$ cat config.mk
export PLATFORM = sky130hd
export DESIGN_NAME = instr_fetch_unit_flat
export DESIGN_NICKNAME = d
export VERILOG_FILES = /design/src/rtl/mips_pkg.sv /design/src/rtl/instr_fetch_unit_if.sv /design/src/rtl/fetch_fifo.sv /design/src/rtl/instr_fetch_unit.sv /design/src/flat_wrapper.sv
export SDC_FILE = /design/constraint.sdc
export NUM_CORES = 1
export LEC_CHECK = 0
export CORE_MARGIN = 3
export CORE_UTILIZATION = 35
export CTS_CLUSTER_DIAMETER = 150
export CTS_CLUSTER_SIZE = 12
export DETAILED_ROUTE_END_ITERATION = 8
export GPL_TIMING_DRIVEN = 0
export SLEW_MARGIN = 10
export SYNTH_ARGS = -nofsm -noshare
export SYNTH_HDL_FRONTEND = slang
export SYNTH_SLANG_ARGS = --single-unit
$ cat constraint.sdc
create_clock -name clk -period 5.6 [get_ports clk]
set_input_delay 0.84 -clock clk [delete_from_list [all_inputs] [get_ports clk]]
set_output_delay 0.84 -clock clk [all_outputs]
set_load 0.05 [all_outputs]
$ cat src/rtl/mips_pkg.sv
// Shared types and constants for the mini-MIPS front end.
package mips_pkg;

  localparam int unsigned INSTR_W = 32;
  localparam int unsigned PC_W    = 32;

  localparam logic [INSTR_W-1:0] NOP_INSTR        = 32'h0000_0000;
  localparam logic [PC_W-1:0]    DEFAULT_RESET_PC = 32'h0000_0000;

  typedef struct packed {
    logic [PC_W-1:0]    pc;
    logic [INSTR_W-1:0] instr;
  } fetch_entry_t;

  // Instructions are word aligned; low byte-offset bits of a target are dropped.
  function automatic logic [PC_W-1:0] align_pc(input logic [PC_W-1:0] pc);
    return {pc[PC_W-1:2], 2'b00};
  endfunction

endpackage

$ cat src/rtl/instr_fetch_unit_if.sv
// Fetch-stage bus: instruction-memory port, redirect input and decode handshake.
interface instr_fetch_unit_if
  import mips_pkg::*;
#(
  parameter int unsigned ADDR_W = 10
);

  logic                imem_en;
  logic [ADDR_W-1:0]   imem_addr;
  logic [INSTR_W-1:0]  imem_rdata;
  logic                redirect_valid;
  logic [PC_W-1:0]     redirect_pc;
  logic                instr_valid;
  logic                instr_ready;
  logic [INSTR_W-1:0]  instruction;
  logic [PC_W-1:0]     instr_pc;

  modport master (
    output imem_en, imem_addr, instr_valid, instruction, instr_pc,
    input  imem_rdata, redirect_valid, redirect_pc, instr_ready
  );

  modport slave (
    input  imem_en, imem_addr, instr_valid, instruction, instr_pc,
    output imem_rdata, redirect_valid, redirect_pc, instr_ready
  );

endinterface

$ cat src/rtl/fetch_fifo.sv
// Small synchronous FIFO of {pc, instr} entries between fetch and decode.
module fetch_fifo
  import mips_pkg::*;
#(
  parameter int unsigned DEPTH = 2,
  localparam int unsigned PtrW = $clog2(DEPTH),
  localparam int unsigned CntW = PtrW + 1
) (
  input  logic            clk,
  input  logic            rst_n,
  input  logic            push,
  input  logic            pop,
  input  logic            flush,
  input  fetch_entry_t    wdata,
  output fetch_entry_t    rdata,
  output logic            full,
  output logic            empty,
  output logic [CntW-1:0] count
);

  fetch_entry_t    mem_q [DEPTH];
  logic [PtrW-1:0] wr_ptr_q, rd_ptr_q;
  logic [CntW-1:0] count_q;

  // DEPTH is a power of two, so pointers wrap naturally.
  always_ff @(posedge clk or negedge rst_n) begin
    if (!rst_n) begin
      wr_ptr_q <= '0;
      rd_ptr_q <= '0;
      count_q  <= '0;
      for (int i = 0; i < int'(DEPTH); i++) begin
        mem_q[i] <= '{pc: '0, instr: NOP_INSTR};
      end
    end else if (flush) begin
      wr_ptr_q <= '0;
      rd_ptr_q <= '0;
      count_q  <= '0;
    end else begin
      if (push) begin
        mem_q[wr_ptr_q] <= wdata;
        wr_ptr_q        <= wr_ptr_q + PtrW'(1);
      end
      if (pop) begin
        rd_ptr_q <= rd_ptr_q + PtrW'(1);
      end
      count_q <= count_q + CntW'(push) - CntW'(pop);
    end
  end

  always_comb begin
    rdata = mem_q[rd_ptr_q];
    count = count_q;
    empty = (count_q == '0);
    full  = (count_q == CntW'(DEPTH));
  end

endmodule

$ cat src/rtl/instr_fetch_unit.sv
// Fetch stage: PC, one-deep memory request tracking, redirect squash and issue control.
module instr_fetch_unit
  import mips_pkg::*;
#(
  parameter int unsigned    ADDR_W   = 10,
  parameter logic [PC_W-1:0] RESET_PC = DEFAULT_RESET_PC,
  parameter int unsigned    DEPTH    = 2
) (
  input logic                clk,
  input logic                rst_n,
  instr_fetch_unit_if.master bus
);

  localparam int unsigned    CntW  = $clog2(DEPTH) + 1;
  localparam logic [CntW-1:0] DepthC = CntW'(DEPTH);

  logic [PC_W-1:0] pc_q, pc_d;
  logic [PC_W-1:0] req_pc_q, req_pc_d;
  logic            inflight_q, inflight_d;
  logic            squash_q, squash_d;

  logic [CntW-1:0] count, occupancy;
  logic            pop, push, issue, full, empty;
  fetch_entry_t    head, wentry;

  always_comb begin
    pop       = ~empty & bus.instr_ready;
    // Slots committed once this cycle settles: buffered + arriving - leaving.
    occupancy = count + CntW'(inflight_q) - CntW'(pop);
    issue     = ~bus.redirect_valid & (occupancy < DepthC);
    // A response arriving during a redirect belongs to the flushed path.
    push      = inflight_q & ~squash_q & ~bus.redirect_valid & (~full | pop);
    wentry    = '{pc: req_pc_q, instr: bus.imem_rdata};

    pc_d       = pc_q;
    req_pc_d   = req_pc_q;
    inflight_d = issue;
    squash_d   = 1'b0;
    if (bus.redirect_valid) begin
      pc_d     = align_pc(bus.redirect_pc);
      squash_d = inflight_q;
    end else if (issue) begin
      pc_d     = pc_q + 32'd4;
      req_pc_d = pc_q;
    end
  end

  always_ff @(posedge clk or negedge rst_n) begin
    if (!rst_n) begin
      pc_q       <= RESET_PC;
      req_pc_q   <= '0;
      inflight_q <= 1'b0;
      squash_q   <= 1'b0;
    end else begin
      pc_q       <= pc_d;
      req_pc_q   <= req_pc_d;
      inflight_q <= inflight_d;
      squash_q   <= squash_d;
    end
  end

  fetch_fifo #(
    .DEPTH (DEPTH)
  ) u_fifo (
    .clk   (clk),
    .rst_n (rst_n),
    .push  (push),
    .pop   (pop),
    .flush (bus.redirect_valid),
    .wdata (wentry),
    .rdata (head),
    .full  (full),
    .empty (empty),
    .count (count)
  );

  always_comb begin
    bus.imem_en     = issue;
    bus.imem_addr   = pc_q[ADDR_W+1:2];
    bus.instr_valid = ~empty;
    bus.instruction = head.instr;
    bus.instr_pc    = head.pc;
  end

endmodule
$ cat src/flat_wrapper.sv
// flat-port wrapper written by rule: the top's interface ports become plain ports
module instr_fetch_unit_flat import mips_pkg::*;
#(
  parameter int unsigned    ADDR_W   = 10,
  parameter logic [PC_W-1:0] RESET_PC = DEFAULT_RESET_PC,
  parameter int unsigned    DEPTH    = 2
)
  (clk, rst_n, bus_imem_en, bus_imem_addr, bus_instr_valid, bus_instruction, bus_instr_pc, bus_imem_rdata, bus_redirect_valid, bus_redirect_pc, bus_instr_ready);
  instr_fetch_unit_if #(.ADDR_W(ADDR_W)) bus_i ();
  input logic clk;
  input logic rst_n;
  output wire logic [$bits(bus_i.imem_en)-1:0] bus_imem_en;
  output wire logic [$bits(bus_i.imem_addr)-1:0] bus_imem_addr;
  output wire logic [$bits(bus_i.instr_valid)-1:0] bus_instr_valid;
  output wire logic [$bits(bus_i.instruction)-1:0] bus_instruction;
  output wire logic [$bits(bus_i.instr_pc)-1:0] bus_instr_pc;
  input wire logic [$bits(bus_i.imem_rdata)-1:0] bus_imem_rdata;
  input wire logic [$bits(bus_i.redirect_valid)-1:0] bus_redirect_valid;
  input wire logic [$bits(bus_i.redirect_pc)-1:0] bus_redirect_pc;
  input wire logic [$bits(bus_i.instr_ready)-1:0] bus_instr_ready;
  assign bus_imem_en = bus_i.imem_en;
  assign bus_imem_addr = bus_i.imem_addr;
  assign bus_instr_valid = bus_i.instr_valid;
  assign bus_instruction = bus_i.instruction;
  assign bus_instr_pc = bus_i.instr_pc;
  assign bus_i.imem_rdata = bus_imem_rdata;
  assign bus_i.redirect_valid = bus_redirect_valid;
  assign bus_i.redirect_pc = bus_redirect_pc;
  assign bus_i.instr_ready = bus_instr_ready;
  instr_fetch_unit #(.ADDR_W(ADDR_W), .RESET_PC(RESET_PC), .DEPTH(DEPTH)) u_core (.clk(clk), .rst_n(rst_n), .bus(bus_i));
endmodule
# Word level (Yosys, flattened, before mapping)
# Index checks and enable logic that the tools add are counted.
[totals]
mem_count = 0
elab_cells = 56
reg_bits = 198
romBits = 0
output_inout_bits = 76
input_bits = 68
latch_bits = 0
ram_bits = 0
[classes]
order_cmp = 4
div_mod_pow = 0
bitwise_logic = 12
mux = 14
n_addsub = 7
eq_ne = 1
multipliers = 0
n_reduce_logical = 7
shifts = 0
[ops]
columns = ["op", "count"]
rows = [
  ["$mux W64", 4],
  ["$bwmux W128", 1],
  ["$demux W64 S1", 1],
  ["$mux W32", 2],
  ["$add A32 B3 Y32 const B", 1],
  ["$reduce_bool A2 Y1", 3],
  ["$and A1 B1 Y1", 5],
  ["$mux W1", 5],
  ["$add A2 B1 Y2", 2],
  ["$ge A2 B2 Y1 const B", 2],
  ["$not A1 Y1", 4],
  ["$not A1 Y2", 2],
  ["$reduce_and A2 Y1", 2],
  ["$sub A2 B1 Y2", 2],
  ["$add A1 B1 Y1 const B", 2],
  ["$eq A2 B2 Y1 const B", 1],
  ["$logic_not A2 Y1", 1],
  ["$lt A2 B1 Y1 const B", 1],
  ["$lt A2 B2 Y1 const B", 1],
  ["$mux W2", 1],
  ["$logic_and A1 B1 Y1", 1],
  ["$or A1 B1 Y1", 1],
]

# Logic depth before layout (Yosys ltp)
# Gate-level depths: netlist (run 1).
[depth]
depth_word = 8
depth_mapped = 8

# Cells and area by module
# A second synthesis (run 1) with hierarchy kept.
[unflattened]
cells_unflattened = 649
area_unflattened_um2 = 9241.4
[modules_own_cells]
columns = ["module", "seq_area_each_um2", "instances", "area_each_um2", "cells_each"]
rows = [
  ["fetch_fifo", 3303.2, 1, 6148.4, 360],
  ["instr_fetch_unit", 1551.5, 1, 3093.0, 289],
]

# Least setup slack after synthesis (run 1)
# Ideal clock, no wire load.
[synth_timing]
path_kind = "input to output"
from = "input port bus_instr_ready"
to = "output port bus_imem_en"
arrival_ns = 1.695
path_slack_ns = 3.065
stages = 4
path_buffers = 1
t_required_ns = 4.760
cell_sequence = "and4b_1 > a211oi_1 > nor2_1 > buf_2"
[synth_between]
elab_chain_cells = 4
[synth_rtl]
columns = ["item", "line_no", "source"]
rows = [
  ["from (decl)", "flat_wrapper.sv:20", "input wire logic [$bits(bus_i.instr_ready)-1:0] bus_instr_ready;"],
  ["$and A1 B1 Y1", "instr_fetch_unit.sv:27", "pop = ~empty & bus.instr_ready;"],
  ["$sub A2 B1 Y2", "instr_fetch_unit.sv:29", "occupancy = count + CntW'(inflight_q) - CntW'(pop);"],
  ["$lt A2 B2 Y1", "instr_fetch_unit.sv:30", "issue = ~bus.redirect_valid & (occupancy < DepthC);"],
  ["$and A1 B1 Y1", "instr_fetch_unit.sv:30", ""],
  ["to (decl)", "flat_wrapper.sv:12", "output wire logic [$bits(bus_i.imem_en)-1:0] bus_imem_en;"],
]
# Every way passes these cells.

# Final worst setup path (run 1)
# Ends and elaborated chain as after synthesis.

==> results of run 1 <==
worst max-delay path, cell delays in order:
cell	delay (ns)
clkdlybuf4s50_1	0.45
and4b_1	0.26
a211oi_1	0.07
nor2_1	0.25
buf_2	0.34
clkdlybuf4s50_1	0.86
logic make-up (layout without fill, tap and decap cells):
family,after synthesis,after routing,share of synthesized area (%)
DFF,190,190,55.3
other,1,2,0.0436
buffers and inverters,49,219,3.03
xor gates and xnor gates,32,32,3.26
muxes,223,223,29.2
adders and majority gates,3,3,0.437
and+or+nand+nor,95,95,6.86
AOI/OAI and AO/OA,30,30,1.85
per-layer routing:
layer	share of wire [%]	track usage, %
met1	46	20.5
met2	48	25.6
met3	5.0	3.71
met4	1.1	4.11
met5	0	0
cell usage after synthesis, types with 2 or more instances:
cell type	count	area share (%)
mux2_2	222	29
dfrtp_1	190	55
nand2_1	33	1.4
xnor2_1	24	2.4
o21ai_0	23	1.3
buf_2	16	0.93
clkbuf_1	15	0.66
buf_4	13	1.1
nor2_1	9	0.39
xor2_1	8	0.82
nand3_1	7	0.41
nor4_1	7	0.51
nor3_1	6	0.35
nand4_1	5	0.36
and4_1	4	0.41
and2_1	3	0.22
buf_1	3	0.13
ha_1	3	0.44
nor4b_4	3	0.83
o21ai_1	3	0.17
or2_2	3	0.22
nor2b_1	2	0.15
metrics by stage:
stage                     worst slack (ns)  utilization, %  TNS, ns
after detailed placement              1.67            43.7        0
after floorplan                       3.06               -        0
after global placement               -3.92            43.6  -741.48
final                                 1.67            46.3        0
after global routing                  1.54            46.3        0
after CTS                             1.65            46.3        0
registers in the layout, indices dropped and copies added (netlist names):
register	count
u_core.pc_q	30
u_core.squash_q	1
u_core.u_fifo.wr_ptr_q	1
u_core.u_fifo.rd_ptr_q	1
u_core.u_fifo.count	2
u_core.u_fifo.mem_q	124
u_core.inflight_q	1
u_core.req_pc_q	30
power breakdown:
group | switching (mW) | leakage (nW) | internal (mW) | total, mW
clock network | 0.512 | 0.290 | 0.740 | 1.25
logic | 1.87 | 1.95 | 1.39 | 3.26
registers | 0.318 | 2.31 | 1.93 | 2.25
layout make-up:
cell class | instances | area [sq um]
Tap cell | 319 | 399
Buffer | 48 | 256
Timing Repair Buffer | 139 | 1410
Fill cell | 2131 | 12800
Multi-Input combinational cell | 385 | 3580
Clock buffer | 23 | 478
Sequential cell | 190 | 4750
Inverter | 1 | 3.75
Clock inverter | 8 | 131
worst paths after layout:
check                                          end  slack [ns]  depth (start not counted)
max in group asynchronous       u_core.req_pc_q[9]        4.22                          2
setup reg to reg            u_core.u_fifo.mem_q[4]        3.28                          4
setup / recovery                       bus_imem_en        1.67                          6
hold reg to reg            u_core.u_fifo.mem_q[38]        0.50                          1
min in group clk           u_core.u_fifo.mem_q[38]        0.50                          1
hold / removal              u_core.u_fifo.mem_q[8]        0.50                          1
==> results.sh, run 1 <==
export IMPL_dr_pass1_iters=4
export IMPL_gp_congestion=0.775
export IMPL_grt_pass1_vias=5967
export IMPL_finalMaxSlewViolations=0
export IMPL_critPathLaunchType="input pin"
export IMPL_cts_max_level=4
export IMPL_antenna_found_initial=0
export IMPL_clk_latency_ns=0.43
export IMPL_p_leak_nw=4.54
export IMPL_yosys_warnings=0
export IMPL_finalSetupViolations=0
export IMPL_ios=144
export IMPL_drc_errors=0
export IMPL_relSlewSlack_pct=32.0
export IMPL_ys_seq_area_share_pct=55.3
export IMPL_area_delta_synth_final_pct=28.2
export IMPL_critical_path_arrival_ns=3.09
export IMPL_cts_sinks=190
export IMPL_netlist_instances=623
export IMPL_final_layout_size_suffix_gt1_share_pct=37.0
export IMPL_cts_path_max_buffers=2
export IMPL_cts_resized=0
export IMPL_stdcell_area_sq_mm=0.0110
export IMPL_diodes=0
export IMPL_avgSynthCellArea_sq_um=13.8
export IMPL_fp_coreArea_sq_mm=0.0238
export IMPL_postCtsSetupBuffers=0
export IMPL_async_reset_ff_share_pct=100
export IMPL_regToRegStartpoint="u_core.u_fifo.count[1]"
export IMPL_vias=5389
export IMPL_ys_flop_type="dfrtp_1"
export IMPL_period_minus_slack_ns=3.93
export IMPL_grt_first_pass_wirelength_um=32300
export IMPL_routed_wl_um=20000
export IMPL_finalPower_mw=6.76
export IMPL_fin_nets=853
export IMPL_cts_inserted_buffers=17
export IMPL_die_area_sq_mm=0.0265
export IMPL_hp_class="in2async"
export IMPL_status="finished clean"
export IMPL_grtUsageTotal_pct=15.5
export IMPL_p_per_area_mw_per_mm2=614
export IMPL_dp_hpwl_um=14100
export IMPL_placed_cell_area_sq_mm=0.0104
export IMPL_overflow=0
export IMPL_syn_area_sq_mm=0.00859
export IMPL_ir_worst_vdd_v=0.000306
export IMPL_yosysUniqueCellTypes=43
export IMPL_dp_cells=1082
export IMPL_endpoint_kind="output pin"
export IMPL_synth_seq_cells=190
export IMPL_io_buffers=138
export IMPL_cts_tree="built"
export IMPL_postRouteAntennaNets=0
export IMPL_die_x_um=163
export IMPL_startpoint="bus_instr_ready"
export IMPL_finalHoldViolCount=0
export IMPL_postCtsHoldBufs=0
export IMPL_tightest_slew_ns=1.02
export IMPL_drt_iter0_drc=245
export IMPL_crit_fanout=11
export IMPL_grt_start_max_net_pins=111
export IMPL_rsz0062_at_grt="false"
export IMPL_holdWs_ns=0.495
export IMPL_rows=56
export IMPL_start_util_pct=36.1
export IMPL_final_setup_skew_ns=0.0116
export IMPL_wl_per_cell_um=17.9
export IMPL_fmax_mhz=255
export IMPL_via_per_inst=4.84
export IMPL_path_clk_slew_ns=0.06
export IMPL_crit_type="in2out"
export IMPL_final_common_cell="mux2_2"
export IMPL_cap_violations=0
export IMPL_stdcell_count=1113
export IMPL_crit_required_ns=4.76
export IMPL_cts_root_buffer="clkbuf_16"
export IMPL_synth_enable_flop_cells=0
export IMPL_dieHeight_um=163
export IMPL_mostFrequentLayoutCells="mux2_2 (222), dfrtp_1 (190), clkdlybuf4s50_1 (137), nand2_1 (33), xnor2_1 (24)"
export IMPL_period_share_pct=70.2
(Power assumes the default switching activity.)
==> run 2: changes to the inputs <==
Clock period 5.6 ns to 3.6 ns, I/O delays scaled along.
==> results.sh, run 2 (same netlist as run 1, synthesis figures left out) <==
export IMPL_overflow=0
export IMPL_place_ws_ns=0.268
export IMPL_worstPathCellList="clkbuf_1, buf_1, mux2_2, clkdlybuf4s50_1"
export IMPL_cts_sinks=190
export IMPL_final_setup_skew_ns=0.0116
export IMPL_dr_pass1_iters=4
export IMPL_fin_ws_ns=0.172
export IMPL_antenna_found_initial=0
export IMPL_grt_start_max_net_pins=111
export IMPL_via_per_inst=4.83
export IMPL_rsz0062_at_grt="false"
export IMPL_cap_violations=0
export IMPL_top_regs="u_core.u_fifo.mem_q (124), u_core.pc_q (30), u_core.req_pc_q (30)"
export IMPL_start_util_pct=36.1
export IMPL_area_delta_synth_final_pct=28.3
export IMPL_period_share_pct=95.2
export IMPL_grt_first_pass_wirelength_um=32300
export IMPL_hp_class="in2async"
export IMPL_final_common_cell="mux2_2"
export IMPL_finalMaxSlewViolations=0
export IMPL_ios=144
export IMPL_dp_hpwl_um=14100
export IMPL_crit_required_ns=3.06
export IMPL_cts_root_buffer="clkbuf_16"
export IMPL_ir_worst_vdd_v=0.000476
export IMPL_finalSetupViolations=0
export IMPL_final_seq_area_sq_mm=0.00475
export IMPL_endpoint_kind="output pin"
export IMPL_crit_type="reg2out"
export IMPL_fmax_mhz=292
export IMPL_final_layout_size_suffix_gt1_share_pct=37.3
export IMPL_drc_errors=0
export IMPL_p_per_area_mw_per_mm2=954
export IMPL_grtUsageTotal_pct=15.5
export IMPL_fillers=2129
export IMPL_rows=56
export IMPL_stdcell_area_sq_mm=0.0110
export IMPL_io_buffers=138
export IMPL_regMostFlops="u_core.u_fifo.mem_q"
export IMPL_cts_max_level=4
export IMPL_drt_iter0_drc=243
export IMPL_relSlewSlack_pct=32.0
export IMPL_gp_congestion=0.775
export IMPL_cp_slowest_cell="clkdlybuf4s50_1"
export IMPL_fp_coreArea_sq_mm=0.0238
export IMPL_regToRegStartpoint="u_core.u_fifo.count[1]"
export IMPL_cts_tree="built"
export IMPL_p_leak_nw=4.55
export IMPL_status="finished clean"
export IMPL_placed_cell_area_sq_mm=0.0104
export IMPL_cts_inserted_buffers=17
export IMPL_die_area_sq_mm=0.0265
export IMPL_crit_path_max_incr_delay_ns=0.72
export IMPL_cts_path_max_buffers=2
export IMPL_finalHoldViolCount=0
export IMPL_dieHeight_um=163
export IMPL_diodes=0
export IMPL_crit_fanout=10
export IMPL_r2r_end="u_core.u_fifo.mem_q[4]"
export IMPL_critPathCapture="bus_instruction[31]"
export IMPL_worst_r2r_setup_slack_ns=1.28
export IMPL_critical_path_arrival_ns=2.89
export IMPL_critPathLaunchType="flop"
export IMPL_mostFrequentLayoutCells="mux2_2 (222), dfrtp_1 (190), clkdlybuf4s50_1 (137), nand2_1 (33), xnor2_1 (24)"
export IMPL_r2r_cells=4
export IMPL_path_clk_slew_ns=0.07
export IMPL_multi_input_area_sq_mm=0.00358
export IMPL_period_minus_slack_ns=3.43
export IMPL_tightest_slew_ns=1.02
export IMPL_fin_nets=853
export IMPL_wl_per_cell_um=17.9
export IMPL_grt_pass1_vias=5967
export IMPL_die_x_um=163
export IMPL_vias=5381
export IMPL_largest_reg_flops=124
export IMPL_startpoint="u_core.u_fifo.rd_ptr_q"
export IMPL_clk_latency_ns=0.43
export IMPL_routed_wl_um=19900
export IMPL_postRouteAntennaNets=0
-- run 2: critical path, delay by kind of cell, from the launching register on --
kind	cells	cell delay (ns)
buf+inv	3	1.72
mux	1	0.40
flops	1	0.33
-- run 2: how the worst min path moves through the flow --
stage                                  from                       to  slack, ns  depth (start not counted)
floorplan                             rst_n        u_core.inflight_q       0.24                          0
global placement    u_core.u_fifo.mem_q[10]  u_core.u_fifo.mem_q[10]       0.48                          1
detailed placement   u_core.u_fifo.mem_q[1]   u_core.u_fifo.mem_q[1]       0.49                          1
CTS                                   rst_n   u_core.u_fifo.mem_q[8]       0.22                          1
global route                          rst_n   u_core.u_fifo.mem_q[8]       0.25                          1
finish                                rst_n   u_core.u_fifo.mem_q[8]       0.20                          1
-- run 2: power breakdown --
group | switching (mW) | internal [mW] | total (mW)
clock network | 0.796 | 1.15 | 1.95
logic | 2.91 | 2.16 | 5.08
registers | 0.494 | 3.00 | 3.50
-- run 2: final cells by class --
class	instances	share of cell area, %
Inverter	1	0.0341
Timing Repair Buffer	139	12.8
Buffer	48	2.35
Tap cell	319	3.62
Clock buffer	23	4.34
Clock inverter	8	1.19
Multi-Input combinational cell	385	32.5
Sequential cell	190	43.1
-- run 2: routing by layer --
layer | share of wire, % | track usage, %
met2 | 48 | 25.6
met5 | 0 | 0
met4 | 1.1 | 4.11
met3 | 4.7 | 3.71
met1 | 47 | 20.5
-- run 2: timing repair --
item / in CTS / in global routing
resized for setup: 0 / 4
setup buffers: 0 / 0
setup endpoints to repair: 0 / 10
hold buffers: 0 / 0
endpoints found under the hold margin: 0 / 0
-- run 2: stage by stage --
stage | total power [mW] | utilization, % | std cells | hold slack, ns | setup TNS, ns
finish | 10.5 | 46.3 | 1113 | 0.195 | 0
global route | 11.1 | 46.3 | 1113 | 0.252 | 0
floorplan | 7.04 | - | 624 | 0.244 | 0
CTS | 10.7 | 46.3 | 1113 | 0.216 | 0
global placement | 8.51 | 43.6 | 1081 | 0.481 | -1064.48
detailed placement | 8.66 | 43.7 | 1082 | 0.487 | 0
